$ cat src/rtl/word_framer.sv
// -----------------------------------------------------------------------------
// word_framer
//
// Frames a serial bit stream into WIDTH-bit words. The bits are shifted into an
// upstream shift register whose parallel output arrives on q_in; bit_en marks
// every edge at which q_in already holds one newly shifted bit. After WIDTH
// such edges the whole of q_in is captured into a one-entry output buffer with
// a valid/ready handshake. A completed word that finds the buffer full (and
// not being drained on that edge) is dropped, and the sticky overrun flag is
// set.
//
// Optional feature (macro PATTERN_MATCH_EN): compare each accepted word with
// PATTERN, pulse match for one cycle and count matches in a saturating
// 8-bit counter. Without the macro, match and match_cnt are tied to zero.
//
// Ports
//   clk        in   rising-edge clock, shared with the upstream shift register
//   reset      in   asynchronous, active-high reset
//   bit_en     in   q_in holds one newly shifted bit at this edge
//   q_in       in   [WIDTH] parallel output of the upstream shift register
//   out_ready  in   downstream accepts the buffered word this cycle
//   word       out  [WIDTH] captured word
//   word_valid out  word holds an unconsumed value
//   overrun    out  sticky: a completed word was dropped
//   match      out  one-cycle pulse: accepted word equals PATTERN
//   match_cnt  out  [8] saturating number of matches
// -----------------------------------------------------------------------------
module word_framer #(
  parameter int               WIDTH   = 5,
  parameter logic [WIDTH-1:0] PATTERN = 5'b10010
) (
  input  logic             clk,
  input  logic             reset,
  input  logic             bit_en,
  input  logic [WIDTH-1:0] q_in,
  input  logic             out_ready,
  output logic [WIDTH-1:0] word,
  output logic             word_valid,
  output logic             overrun,
  output logic             match,
  output logic [7:0]       match_cnt
);

  localparam int            CW   = (WIDTH > 1) ? $clog2(WIDTH) : 1;
  localparam logic [CW-1:0] LAST = CW'(WIDTH - 1);

  localparam logic [0:0] IDLE    = 1'b0;  // cnt == 0, waiting for bit 0
  localparam logic [0:0] COLLECT = 1'b1;  // cnt in 1..WIDTH-1

  logic [0:0]    state;
  logic [CW-1:0] cnt;
  logic          complete;   // this edge delivers the last bit of a word
  logic          accept;     // the completed word is loaded into the buffer
  logic          consume;    // downstream takes the buffered word

  assign complete = bit_en && (cnt == LAST);
  assign consume  = word_valid && out_ready;
  // The buffer can take a new word if it is empty or drained on this same edge.
  assign accept   = complete && (!word_valid || out_ready);

  // Bit counter and framing FSM. Nothing moves while bit_en is low.
  // NOTE: sequential state uses non-blocking assignments only, so every
  // register samples the pre-edge values of its neighbours.
  always_ff @(posedge clk or posedge reset) begin
    if (reset) begin
      state <= IDLE;
      cnt   <= '0;
    end else if (bit_en) begin
      if (complete) begin
        state <= IDLE;
        cnt   <= '0;
      end else begin
        state <= COLLECT;
        cnt   <= cnt + 1'b1;
      end
    end
  end

  // One-entry output buffer with sticky overrun.
  always_ff @(posedge clk or posedge reset) begin
    if (reset) begin
      word       <= '0;
      word_valid <= 1'b0;
      overrun    <= 1'b0;
    end else begin
      if (accept) begin
        word       <= q_in;
        word_valid <= 1'b1;
      end else if (consume) begin
        word_valid <= 1'b0;
      end
      // Completion against a full, undrained buffer: keep the old word.
      if (complete && !accept) begin
        overrun <= 1'b1;
      end
    end
  end

`ifdef PATTERN_MATCH_EN
  logic hit;

  // Only accepted words are compared; dropped words never reach the buffer.
  assign hit = accept && (q_in == PATTERN);

  always_ff @(posedge clk or posedge reset) begin
    if (reset) begin
      match     <= 1'b0;
      match_cnt <= 8'd0;
    end else begin
      match <= hit;
      if (hit && (match_cnt != 8'hFF)) begin
        match_cnt <= match_cnt + 8'd1;
      end
    end
  end
`else
  assign match     = 1'b0;
  assign match_cnt = 8'd0;
`endif

endmodule

$ cat config.mk
export PLATFORM = sky130hd
export DESIGN_NAME = word_framer
export DESIGN_NICKNAME = d
export VERILOG_FILES = /design/src/rtl/word_framer.sv
export SDC_FILE = /design/constraint.sdc
export NUM_CORES = 1
export LEC_CHECK = 0
export BUFFER_PORTS_ARGS = -buffer_cell sky130_fd_sc_hd__buf_2
export CAP_MARGIN = 10
export CORE_AREA = 10 10 47 49
export CTS_CLUSTER_DIAMETER = 200
export CTS_CLUSTER_SIZE = 40
export DETAILED_ROUTE_END_ITERATION = 6
export DIE_AREA = 0 0 57 59
export PLACE_DENSITY = 0.68
export SETUP_SLACK_MARGIN = 0.1
export SYNTH_ARGS = -nofsm -noshare
export SYNTH_HDL_FRONTEND = slang
export SYNTH_SLANG_ARGS = --single-unit
$ cat constraint.sdc
create_clock -name clk -period 1.51 [get_ports clk]
set_input_delay 0 -clock clk [delete_from_list [all_inputs] [get_ports clk]]
set_output_delay 0 -clock clk [all_outputs]
set_load 0.02 [all_outputs]
==> impl_results.md, run 1 <==
* Sequential element share of the synthesized area at 49.6%
* Ys async rst share at 100%
* Top cells by count, synth: dfrtp_1, buf_4, mux2_2
* IO Pins at 25
* Root Buffer: clkbuf_4
* Synthesis Warnings at 0
* Clock transition at path regs at 0.07 ns
* CP Buf/Inv Count at 1
* Antenna-violating nets left at 0
* Unique masters post-synth at 13
* DP Cell Count at 74
* Fin Setup TNS at 0 ns
* Avg Inst Size Synth at 11.5 sq um
* Layout cells sized above 1 at 44.3%
* Number of I/O port buffers at 15
* Flop pwr share at 37.3%
* Final period utilization at 92.4%
* Clock share of power at 20.0%
* CP max FO at 5
* H-tree depth at 1
* Initial DRT Pass Iterations at 4
* GR Util All Layers at 7.33%
* Status: finished, final reports clean
* Main area contributors after synthesis: dfrtp_1, buf_4, mux2_2
* Full die area at 0.00336 sq mm
* Final Max Tran Viols at 0
* Crit path required time at 1.67 ns
* Antenna violations before repair at 0
* P_leak at 0.357 nW
* VDD IR-drop max at 759 uV
* CTS tree: yes
* Post-detail-place hpwl at 782 microns
* Critical-path top delay cell: dfrtp_1
* Largest area contributor in the netlist: dfrtp_1
* Synth-to-layout area growth at 36.0%
* Cell Area, Synth at 504 sq um
* Cells after Synth at 44
* Flops & latches, synth at 10
* Grt ovf at 0
* Routed WL at 1150 microns
* Max cap viols at 0
* CORE AREA at 0.00140 sq mm
* Most used DFF post-synth: dfrtp_1
* Crit path largest cell delay at 0.40 ns
* Net Sw Frac at 37.9%
* Final Non-Filler Cells at 86
* Die Width at 57 microns
* CP endpoint kind: register
* Worst Skew at 0.00557 ns
* # rows at 14
* Final hold viol count at 0
* RSZ-0062 raised after global routing: yes
* Internal power at 763 uW
* Final setup vio count at 0
* Top cell type's share of synthesized area at 49.6%
* Drt drc at 0
* Tmin final at 1.40 ns
* Part of the power in combinational logic at 42.7%
* P per Cell Area at 1790 mW/mm^2
* Starting DRT DRC Count at 8
* Ant. Diodes at 0
* Vias per Instance at 4.12
* CTS Buffer Depth at 2
* Final GP Congestion at 0.633
* Largest net degree at the start of global routing at 11
* Worst Hold Class: input port to register
* Fmax at 0.716 GHz
* Die Y at 59 microns
* Worst endpoint data arrival time at 1.55 ns
* CP startpoint kind: register
* Critical-path cell list: inv_2 > ha_4 > nand3_4 > nor2b_4 > mux2_2
* Clock sink total at 10
* Nets at 82
* Routed len/inst at 13.4 microns
* Clock Latency Late Sink at 0.27 ns
* CP top delay family: flip-flops
* First-pass GRT wire length at 1890 microns
* CTS buffer count at 3
* Initial Util at 36.0%
* Total number of vias at 354
* Vias in the first global route at 397
* Switching Power at 466 uW
* EDFF count, synth at 0
* FILL cells at 140
* WS Path Type: register to register
* Top-count cell post-synth: dfrtp_1
==> registers in the layout, summed over array words and instances (netlist names) <==
| signal | count |
|---|---|
| word_valid | 1 |
| word | 5 |
| cnt | 3 |
| overrun | 1 |
==> tightest hold or removal path, stage by stage <==
cell,delay [ns]
buf_2,0.14
nand2_1,0.06
o21ai_0,0.06
==> layout make-up <==
type,instances,area (sq um),share of cell area (%)
Clock buffer,4,36.3,5.29
Sequential cell,10,250,36.5
Tap cell,16,20.0,2.92
Timing Repair Buffer,23,150,21.9
Multi-Input combinational cell,30,218,31.8
Inverter,3,11.3,1.64
==> metal layers <==
metal | wire [microns] | global-route usage, % | vias to the layer above
met5 | 0 | 0 | -
li1 | - | - | 177
met1 | 359 | 6.33 | 165
met3 | 50 | 1.50 | 2
met2 | 719 | 13.6 | 10
met4 | 24 | 7.05 | 0
==> cell families after synthesis <==
family | after synthesis | synth area share, %
AOI/OAI and AO/OA | 5 | 5.46
adders and majority gates | 2 | 4.96
buffers and inverters | 12 | 15.6
DFF | 10 | 49.6
muxes | 5 | 11.2
other | 1 | 0.744
and+or+nand+nor | 9 | 12.4
==> power by group through the flow <==
| stage | registers, mW | logic [mW] | clock network, mW |
|---|---|---|---|
| 6_report | 0.459 | 0.524 | 0.246 |
| 4_1_cts | 0.455 | 0.496 | 0.254 |
| 3_5_place_dp | 0.455 | 0.449 | 0 |
| 5_1_grt | 0.476 | 0.579 | 0.269 |
| 2_1_floorplan | 0.558 | 0.225 | 0 |
| 3_3_place_gp | 0.448 | 0.440 | 0 |
==> stage by stage <==
stage | instance area, sq um | setup slack (ns) | utilization (%) | total power, mW | hold WS, ns
2_1_floorplan | 534 | 0.137 | - | 0.783 | -0.160
3_3_place_gp | 562 | 0.0807 | 40.1 | 0.889 | -0.00921
3_5_place_dp | 562 | 0.0502 | 40.1 | 0.903 | 0.000306
4_1_cts | 671 | 0.122 | 47.9 | 1.21 | 0.0266
5_1_grt | 686 | 0.0617 | 48.9 | 1.32 | 0.0547
6_report | 686 | 0.114 | 48.9 | 1.23 | 0.0383
==> layout by cell type (no fill, tap or decap) <==
cell type,instances
buf_2,15
inv_1,1
nand2_1,4
clkbuf_8,1
nand3_1,2
dfrtp_1,10
ha_4,1
dlygate4sd3_1,6
clkbuf_4,3
nand3_4,1
inv_2,2
o21ai_0,4
conb_1,9
mux2_2,5
nor2b_4,1
buf_4,2
nand2b_1,1
ha_1,1
o21bai_1,1
==> worst paths after layout <==
kind	from	to	slack [ns]	cells past startpoint
min	bit_en	cnt[2]	0.04	3
min in group asynchronous	reset	word[1]	0.24	3
max in group asynchronous	reset	cnt[2]	1.00	3
max reg2reg	cnt[1]	word[2]	0.11	5
min reg2reg	overrun	overrun	0.48	1
max	cnt[1]	word[2]	0.11	5
==> timing repair <==
item                                   CTS  global route
hold buffers                             6             0
setup endpoints to repair                5             5
setup buffers                            0             2
pin swaps                                1             0
endpoints found under the hold margin   15             0
gates resized for setup                  4             0
(Power assumes the default switching activity.)
==> run 2: changes to the inputs <==
SETUP_SLACK_MARGIN = 0.5   (was 0.1)
==> run 2 against run 1 <==
Largest cell class is now multi-input combinational cells. Combinational power is 26% higher. Critical path depth stayed put. Clock-buffer cell count fell by 1. Wire length increased by 3.3%. Cell area is 8.6% higher. Die area unchanged. Setup slack improved by 0.015 ns. Via count grew 7.9%. Clock skew decreased by 0.0032 ns. Maximum frequency rose by 1.1%.
==> impl_results.md, run 2 (synthesized netlist as in run 1, its figures left out) <==
* Status: finished, final reports clean
* Largest register FFs at 5
* Die Y at 59 microns
* Final period utilization at 91.5%
* CTS buffer count at 3
* Ant. Diodes at 0
* RSZ-0062 raised after global routing: yes
* Worst reg2reg path endpoint: word[4]
* Overall Power at 1.29 mW
* Nets at 87
* # rows at 14
* Largest Register: word
* Max cap viols at 0
* Multi-input gate area at 253 sq um
* CTS Buffer Depth at 2
* Worst Skew at 0.00238 ns
* IO Pins at 25
* Tmin final at 1.38 ns
* Setup ws final at 0.129 ns
* Final Non-Filler Cells at 90
* Worst hold path depth at 3
* Fin area at 744 sq um
* Total number of vias at 382
* Die Width at 57 microns
* Final Max Tran Viols at 0
* Post-detail-place hpwl at 813 microns
* Final setup vio count at 0
* Clock Latency Late Sink at 0.25 ns
* Worst endpoint data arrival time at 1.52 ns
* Root Buffer: clkbuf_4
* Routed len/inst at 13.2 microns
* Hold Crit Endpoint: word_valid
* Initial Util at 36.0%
* P per Cell Area at 1730 mW/mm^2
* Initial DRT Pass Iterations at 2
* CP endpoint kind: register
* VDD IR-drop max at 1000 uV
* Largest regs: word x5, cnt x3
* Utilization after layout at 53.1%
* DP Cell Count at 74
* CP startpoint kind: register
* Worst Hold Class: input port to register
* CTS tree: yes
* GR Util All Layers at 7.37%
* Fin Setup TNS at 0 ns
* Commonest non-fill, non-tap cell in the layout: buf_2
* Hold wc startpoint: out_ready
* CORE AREA at 0.00140 sq mm
* Final hold viol count at 0
* CP max FO at 5
* Synth-to-layout area growth at 47.6%
* Worst hold margin at 0.0391 ns
* H-tree depth at 1
* R2R Setup Slk at 0.13 ns
* Full die area at 0.00336 sq mm
* Reg2reg start: cnt[1]
* Antenna violations before repair at 0
* Largest net degree at the start of global routing at 11
* Post-DP Area at 574 sq um
* R2R depth at 5
* Vias per Instance at 4.24
* Crit path required time at 1.65 ns
* Storage element area at 250 sq um
* Fmax at 0.724 GHz
* Number of I/O port buffers at 15
* FILL cells at 143
* Vias in the first global route at 389
* Grt ovf at 0
* First-pass GRT wire length at 1900 microns
* Antenna-violating nets left at 0
* WS Path Type: register to register
* Drt drc at 0
* Final GP Congestion at 0.637
* Pre-CTS worst setup slack at 0.124 ns
* Layout cells sized above 1 at 50.0%
* Clock transition at path regs at 0.06 ns
* Most frequent cells in the layout: buf_2, dfrtp_1, conb_1, buf_4, dlygate4sd3_1
* Routed WL at 1190 microns
* Clock sink total at 10
* Starting DRT DRC Count at 6
* P_leak at 0.388 nW
run 2: cell type report:
| cell class | instances | area share, % |
|---|---|---|
| multi-input combinational | 30 | 33.9 |
| inverter | 3 | 1.51 |
| clock buffer | 3 | 3.03 |
| timing repair buffer | 28 | 25.2 |
| sequential | 10 | 33.6 |
| tap | 16 | 2.69 |
run 2: where the power goes:
| group | switching, mW | internal, mW |
|---|---|---|
| registers | 0.0779 | 0.387 |
| logic | 0.326 | 0.333 |
| clock network | 0.0758 | 0.0912 |
run 2: how the worst max path moves through the flow:
stage	end	from	slack, ns	cells after the start
global placement	word[2]	cnt[1]	0.17	5
finish	word[4]	cnt[1]	0.13	5
global route	word[3]	cnt[1]	0.07	5
floorplan	word[0]	cnt[1]	0.22	5
CTS	word[3]	cnt[0]	0.13	5
detailed placement	word[3]	cnt[1]	0.12	5
run 2: worst max-delay path, stage by stage (launching register included):
cell and delay, ns:
dfrtp_1 0.39, inv_2 0.09, ha_4 0.15, nand3_4 0.09
nor2b_4 0.24, mux2_4 0.32
run 2: per-layer routing:
| layer | share of wire, % | global-route usage, % | up-vias |
|---|---|---|---|
| met5 | 0 | 0 | - |
| met4 | 1.4 | 4.03 | 0 |
| met3 | 4.4 | 3.22 | 2 |
| met2 | 61 | 12.9 | 13 |
| met1 | 33 | 7.20 | 181 |
| li1 | - | - | 186 |
run 2: timing repair:
item,CTS,global route
hold buffers,6,0
gates resized for setup,5,4
hold endpoints to repair,15,0
buffers inserted,3,4
pin swaps,1,2
endpoints found under the setup margin,5,10
